### config.mk
export PLATFORM = sky130hd
export DESIGN_NAME = cache_control_nway
export DESIGN_NICKNAME = d
export VERILOG_FILES = /design/src/rtl/lc3b_types.sv /design/src/rtl/way_prio_enc.sv /design/src/rtl/cache_control_nway.sv
export SDC_FILE = /design/constraint.sdc
export NUM_CORES = 1
export LEC_CHECK = 0
export ABC_AREA = 1
export BUFFER_PORTS_ARGS = -buffer_cell sky130_fd_sc_hd__buf_4
export CORE_MARGIN = 4
export CORE_UTILIZATION = 39
export DETAILED_ROUTE_END_ITERATION = 6
export GPL_ROUTABILITY_DRIVEN = 0
export PLACE_DENSITY = 0.95
export SLEW_MARGIN = 20
export SYNTH_ARGS = -nofsm -noshare
export SYNTH_HDL_FRONTEND = slang
export SYNTH_SLANG_ARGS = --single-unit
### constraint.sdc
create_clock -name clk -period 3.4 [get_ports clk]
set_input_delay 0 -clock clk [delete_from_list [all_inputs] [get_ports clk]]
set_output_delay 0 -clock clk [all_outputs]
set_load 0.02 [all_outputs]
### src/rtl/lc3b_types.sv
// Shared lc3b cache constants, width-parametrised typedefs and the cache
// controller state enum.
package lc3b_types;

    localparam int unsigned CACHE_WAYS  = 4;
    localparam int unsigned CACHE_TAG_W = 9;
    localparam int unsigned CACHE_SET_W = 3;
    localparam int unsigned CACHE_OFF_W = 4;
    localparam int unsigned CACHE_WAY_W = $clog2(CACHE_WAYS);

    typedef logic [CACHE_TAG_W-1:0] lc3b_cache_tag;
    typedef logic [CACHE_WAY_W-1:0] lc3b_cache_way;

    typedef enum logic [1:0] {
        CC_IDLE,
        CC_WRITEBACK,
        CC_FILL
    } cache_state_e;

endpackage

### src/rtl/way_prio_enc.sv
// Lowest-set-bit priority encoder over a per-way vector, plus an any-bit flag.
module way_prio_enc #(
    parameter int unsigned WAYS  = 4,
    parameter int unsigned WAY_W = $clog2(WAYS)
) (
    input  logic [WAYS-1:0]  vec,
    output logic [WAY_W-1:0] idx,
    output logic             any
);

    always_comb begin
        idx = '0;
        any = 1'b0;
        for (int unsigned i = 0; i < WAYS; i++) begin
            if (vec[i] && !any) begin
                idx = WAY_W'(i);
                any = 1'b1;
            end
        end
    end

endmodule

### src/rtl/cache_control_nway.sv
// N-way set-associative cache controller: hit handling, victim write-back and
// line fill. Optional CACHE_PERF_CNT_EN adds saturating hit/miss/write-back counters.
module cache_control_nway
    import lc3b_types::*;
#(
    parameter int unsigned  WAYS  = CACHE_WAYS,
    localparam int unsigned WAY_W = $clog2(WAYS),
    parameter int unsigned  TAG_W = CACHE_TAG_W,
    parameter int unsigned  SET_W = CACHE_SET_W,
    parameter int unsigned  OFF_W = CACHE_OFF_W
) (
    input  logic             clk,
    input  logic             rst_n,
    input  logic [15:0]      mem_address,
    input  logic             mem_read,
    input  logic             mem_write,
    output logic             mem_resp,
    input  logic [WAYS-1:0]  hit_vec,
    input  logic [WAYS-1:0]  dirty_vec,
    input  logic [WAY_W-1:0] victim_way,
    output logic [WAY_W-1:0] way_sel,
    input  logic [TAG_W-1:0] sel_tag,
    output logic [WAYS-1:0]  ld_data,
    output logic [WAYS-1:0]  ld_tag,
    output logic [WAYS-1:0]  ld_dirty,
    output logic             dirty_in,
    output logic             fill_sel,
    output logic             ld_lru,
    output logic [WAY_W-1:0] mru_way,
    output logic [15:0]      pmem_address,
    output logic             pmem_read,
    output logic             pmem_write,
    input  logic             pmem_resp
`ifdef CACHE_PERF_CNT_EN
    ,
    output logic [15:0]      hit_cnt,
    output logic [15:0]      miss_cnt,
    output logic [15:0]      wb_cnt
`endif
);

    if (TAG_W + SET_W + OFF_W != 16) begin : g_bad_addr_split
        $error("cache_control_nway: TAG_W+SET_W+OFF_W must equal 16");
    end
    if (WAYS < 2 || (WAYS & (WAYS - 1)) != 0) begin : g_bad_ways
        $error("cache_control_nway: WAYS must be a power of 2 and >= 2");
    end

    localparam logic [WAYS-1:0] WAY_ONE = WAYS'(1);

    cache_state_e     state_q, state_d;
    logic [WAY_W-1:0] victim_q, victim_d;
    logic [WAY_W-1:0] hit_idx;
    logic             hit;
    logic             req;
    logic             count_hit, count_miss, count_wb;
    logic [WAYS-1:0]  hit_oh, victim_oh;

    way_prio_enc #(
        .WAYS (WAYS),
        .WAY_W(WAY_W)
    ) u_hit_enc (
        .vec(hit_vec),
        .idx(hit_idx),
        .any(hit)
    );

    assign req       = mem_read | mem_write;
    assign hit_oh    = WAY_ONE << hit_idx;
    assign victim_oh = WAY_ONE << victim_q;

    // rst_n gates the combinational outputs so everything except the
    // address is quiet while reset is held, regardless of CPU inputs.
    always_comb begin
        state_d      = state_q;
        victim_d     = victim_q;
        mem_resp     = 1'b0;
        way_sel      = victim_q;
        ld_data      = '0;
        ld_tag       = '0;
        ld_dirty     = '0;
        dirty_in     = 1'b0;
        fill_sel     = 1'b0;
        ld_lru       = 1'b0;
        mru_way      = '0;
        pmem_address = mem_address;
        pmem_read    = 1'b0;
        pmem_write   = 1'b0;
        count_hit    = 1'b0;
        count_miss   = 1'b0;
        count_wb     = 1'b0;
        if (rst_n) begin
            case (state_q)
                CC_IDLE: begin
                    if (req && hit) begin
                        mem_resp  = 1'b1;
                        ld_lru    = 1'b1;
                        mru_way   = hit_idx;
                        way_sel   = hit_idx;
                        count_hit = 1'b1;
                        if (mem_write) begin
                            ld_data  = hit_oh;
                            ld_dirty = hit_oh;
                            dirty_in = 1'b1;
                        end
                    end else if (req) begin
                        victim_d   = victim_way;
                        count_miss = 1'b1;
                        state_d    = dirty_vec[victim_way] ? CC_WRITEBACK : CC_FILL;
                    end
                end
                CC_WRITEBACK: begin
                    pmem_write   = 1'b1;
                    pmem_address = {sel_tag, mem_address[OFF_W+SET_W-1:OFF_W], {OFF_W{1'b0}}};
                    if (pmem_resp) begin
                        ld_dirty = victim_oh;
                        count_wb = 1'b1;
                        state_d  = CC_FILL;
                    end
                end
                CC_FILL: begin
                    pmem_read    = 1'b1;
                    pmem_address = {mem_address[15:OFF_W], {OFF_W{1'b0}}};
                    if (pmem_resp) begin
                        ld_data  = victim_oh;
                        ld_tag   = victim_oh;
                        ld_dirty = victim_oh;
                        fill_sel = 1'b1;
                        state_d  = CC_IDLE;
                    end
                end
                default: state_d = CC_IDLE;
            endcase
        end
    end

    always_ff @(posedge clk or negedge rst_n) begin
        if (!rst_n) begin
            state_q  <= CC_IDLE;
            victim_q <= '0;
        end else begin
            state_q  <= state_d;
            victim_q <= victim_d;
        end
    end

`ifdef CACHE_PERF_CNT_EN
    logic [15:0] hit_cnt_q, hit_cnt_d;
    logic [15:0] miss_cnt_q, miss_cnt_d;
    logic [15:0] wb_cnt_q, wb_cnt_d;
    logic        fill_done_q, fill_done_d;

    // fill_done marks the first IDLE cycle after a fill, whose hit is the
    // miss completing rather than a first-try hit.
    always_comb begin
        hit_cnt_d   = hit_cnt_q;
        miss_cnt_d  = miss_cnt_q;
        wb_cnt_d    = wb_cnt_q;
        fill_done_d = (state_q == CC_FILL) && (state_d == CC_IDLE);
        if (count_hit && !fill_done_q && hit_cnt_q != '1) hit_cnt_d = hit_cnt_q + 16'd1;
        if (count_miss && miss_cnt_q != '1) miss_cnt_d = miss_cnt_q + 16'd1;
        if (count_wb && wb_cnt_q != '1) wb_cnt_d = wb_cnt_q + 16'd1;
    end

    always_ff @(posedge clk or negedge rst_n) begin
        if (!rst_n) begin
            hit_cnt_q   <= '0;
            miss_cnt_q  <= '0;
            wb_cnt_q    <= '0;
            fill_done_q <= 1'b0;
        end else begin
            hit_cnt_q   <= hit_cnt_d;
            miss_cnt_q  <= miss_cnt_d;
            wb_cnt_q    <= wb_cnt_d;
            fill_done_q <= fill_done_d;
        end
    end

    assign hit_cnt  = hit_cnt_q;
    assign miss_cnt = miss_cnt_q;
    assign wb_cnt   = wb_cnt_q;
`endif

endmodule

==> flow_summary.yaml <==
outcome:
  status: "finished clean"
worst_setup_path:
  crit_family: "adder cells"
  worstPathMaxFanout: 14
  endpoint_kind: "output pin"
  cp.arrival_ps: 1990
  crit_type: "register to output pin"
  worst-path-buf-inv: 2
  critPathLaunch: "state_q[0]"
  cp_cell_sequence: "inv_1, ha_1, nand2_1, o21ai_0, nand2_1, buf_4"
  max_stage_delay_ps: 550
  rrSetupSlack_ps: 1860
  crit_path_start_kind: "register"
  crit_path_top_delay_cell: "ha_1"
  cp_data_required_time_ps: 3400
  path_common_cell: "nand2_1"
  r2r-start: "state_q[0]"
logic_synthesis:
  synth_top_area_share: 0.197
  yosys_warnings: 0
  syn_inst: 151
  yosysSeqAreaShare: 0.122
  ys_async_sr_fraction: 1.00
  ys_types: 22
  synth.most_common_cell: "nand2_1"
  ys_top_cells_by_area: "nand2_1, dfrtp_1, inv_1"
  synth_edf_count: 0
  synth_largest_area_cell: "nand2_1"
  syn-mean-instance-area_um2: 5.42
  syn_nets: 195
  synth.top_cells.by_count: "nand2_1, inv_1, nand3_1"
  ys_ff_latch: 4
  netlist_area_um2: 818
  synth_flop_cell: "dfrtp_1"
flow_run:
  max_cap_violations: 0
finish:
  ff_latch_area_um2: 100
  fin_nets: 265
  antenna_cells: 0
  multiInputGateArea_um2: 566
  fillers: 178
  syn_to_final_growth_pct: 68.2
  drive_above_1_share: 0.393
routing:
  ant_nets: 0
  drt_pre_antenna_iters: 4
  via_per_inst: 5.01
  num_vias: 1232
  dr.first_iter.drc_count: 29
  post_drt_wl_per_cell_um: 11.7
  drt-total-wl_um: 2870
  drc: 0
clock_network:
  post_cts_buffers: 0
  cts_resized: 0
  path_clk_slew_ps: 40
  clkSinkCount: 4
  clk_latency_ps: 240
  cts-root-buf: "clkbuf_4"
  cts.path.max_buffers: 2
  tritoncts: "yes"
  htree_levels: 1
  cts_buffers: 3
worst_hold_path:
  hp-start: "mem_address[5]"
  hold_class: "primary input to output pin"
sta:
  finalClockSkew_ps: 1.38
  min_period_ps: 1990
  fin_crit_sh: 0.585
  drv_slew: 0
  slew_headroom: 0.710
  grt_setup_unrepaired: "false"
  hold_viol: 0
  timing.final.ws_setup_ps: 1410
  fmax_mhz: 503
  fin_setup_tns_ps: 0
  finalSetupViolations: 0
  tightest_slew_ps: 435
power_and_ir_drop:
  p_clk_frac: 0.080
  ir_drop_v: 0.000378
  power_density_nw_per_um2: 550
  p_leak_uw: 0.000814
  power_frac_seq: 0.131
  switchingPower_uw: 423
  switching_share: 0.559
  combPwrFrac: 0.789
  cellInternalPower_uw: 334
floorplanning:
  die_h_um: 53.8
  core-area_um2: 1980
  dieArea_um2: 2890
  row_count: 16
  io_pins: 78
  die_x_um: 53.8
  initial_core_util: 0.413
grt:
  grt_pass1_wl_um: 4440
  grt_overflow_total: 0
  grt_max_degree: 16
  grt_usage: 0.201
  antenna_found_initial: 0
  grt_pass1_vias: 1093
place:
  dp_worst_setup_slack_ps: 1670
  dp_hpwl_um: 2400
  io_buffers: 71
==> per-stage QoR <==
step | total power (uW) | instance area (um2) | hold slack (ps) | instances | util
after floorplan | 475 | 818 | -296 | 151 | -
after global routing | 821 | 1380 | 0.0372 | 246 | 0.694
after global placement | 681 | 1330 | -157 | 241 | 0.673
after detailed placement | 692 | 1330 | -155 | 241 | 0.673
after CTS | 757 | 1380 | 0.149 | 246 | 0.694
final | 757 | 1380 | 0.00689 | 246 | 0.694
==> layout make-up <==
class / count / area share
well taps: 27 / 0.0245
repair buffers: 73 / 0.402
clock buffers: 3 / 0.0164
inverters: 27 / 0.0736
flip-flops and latches: 4 / 0.0727
multi-input cells: 112 / 0.411
==> logic make-up (layout without fill, tap and decap cells) <==
family,count (synthesis),in the layout,synth area share
simple gates,85,85,0.489
buf+inv,35,103,0.187
compound gates,23,23,0.141
fa+ha+maj,4,4,0.0612
flops,4,4,0.122
==> metal layers <==
metal,up-vias,share of wire,track usage
li1,618,-,-
met1,536,0.35,0.227
met2,74,0.50,0.371
met3,4,0.14,0.0471
met4,0,0.0094,0.0553
met5,-,0,0
==> repair_timing <==
action	CTS	global route
endpoints found under the hold margin	5	0
endpoints found under the setup margin	0	0
hold buffers	2	0
==> flip-flops by register name (all words and copies together), names as in the netlist <==
| name | cells |
|---|---|
| victim_q | 2 |
| state_q | 2 |
==> power by group through the flow <==
stage / sequential, uW / combinational [uW] / clock, uW
after floorplan: 91.9 / 384 / 0
after global placement: 98.1 / 583 / 0
after detailed placement: 98.7 / 593 / 0
after CTS: 98.1 / 598 / 61.1
after global routing: 104 / 655 / 62.8
final: 99.1 / 597 / 60.4
==> path summary, 6_finish.rpt <==
path	end	cells past startpoint
max in group asynchronous	victim_q[0]	2
min	pmem_address[5]	0
max	pmem_address[8]	6
min in group asynchronous	victim_q[1]	2
min reg2reg	state_q[1]	2
max reg2reg	state_q[0]	7
==> layout by cell type, fill, tap and decap left out, drive strengths merged <==
master / count
nand4: 9
dfrtp: 4
a21oi: 10
dlygate4sd3: 2
clkbuf: 3
or2: 1
o21ai: 13
nand2: 44
ha: 4
buf: 71
nor4: 1
nor2: 13
nor3: 3
nand3: 14
inv: 27
Note: power is estimated with default switching activity, not from simulation.
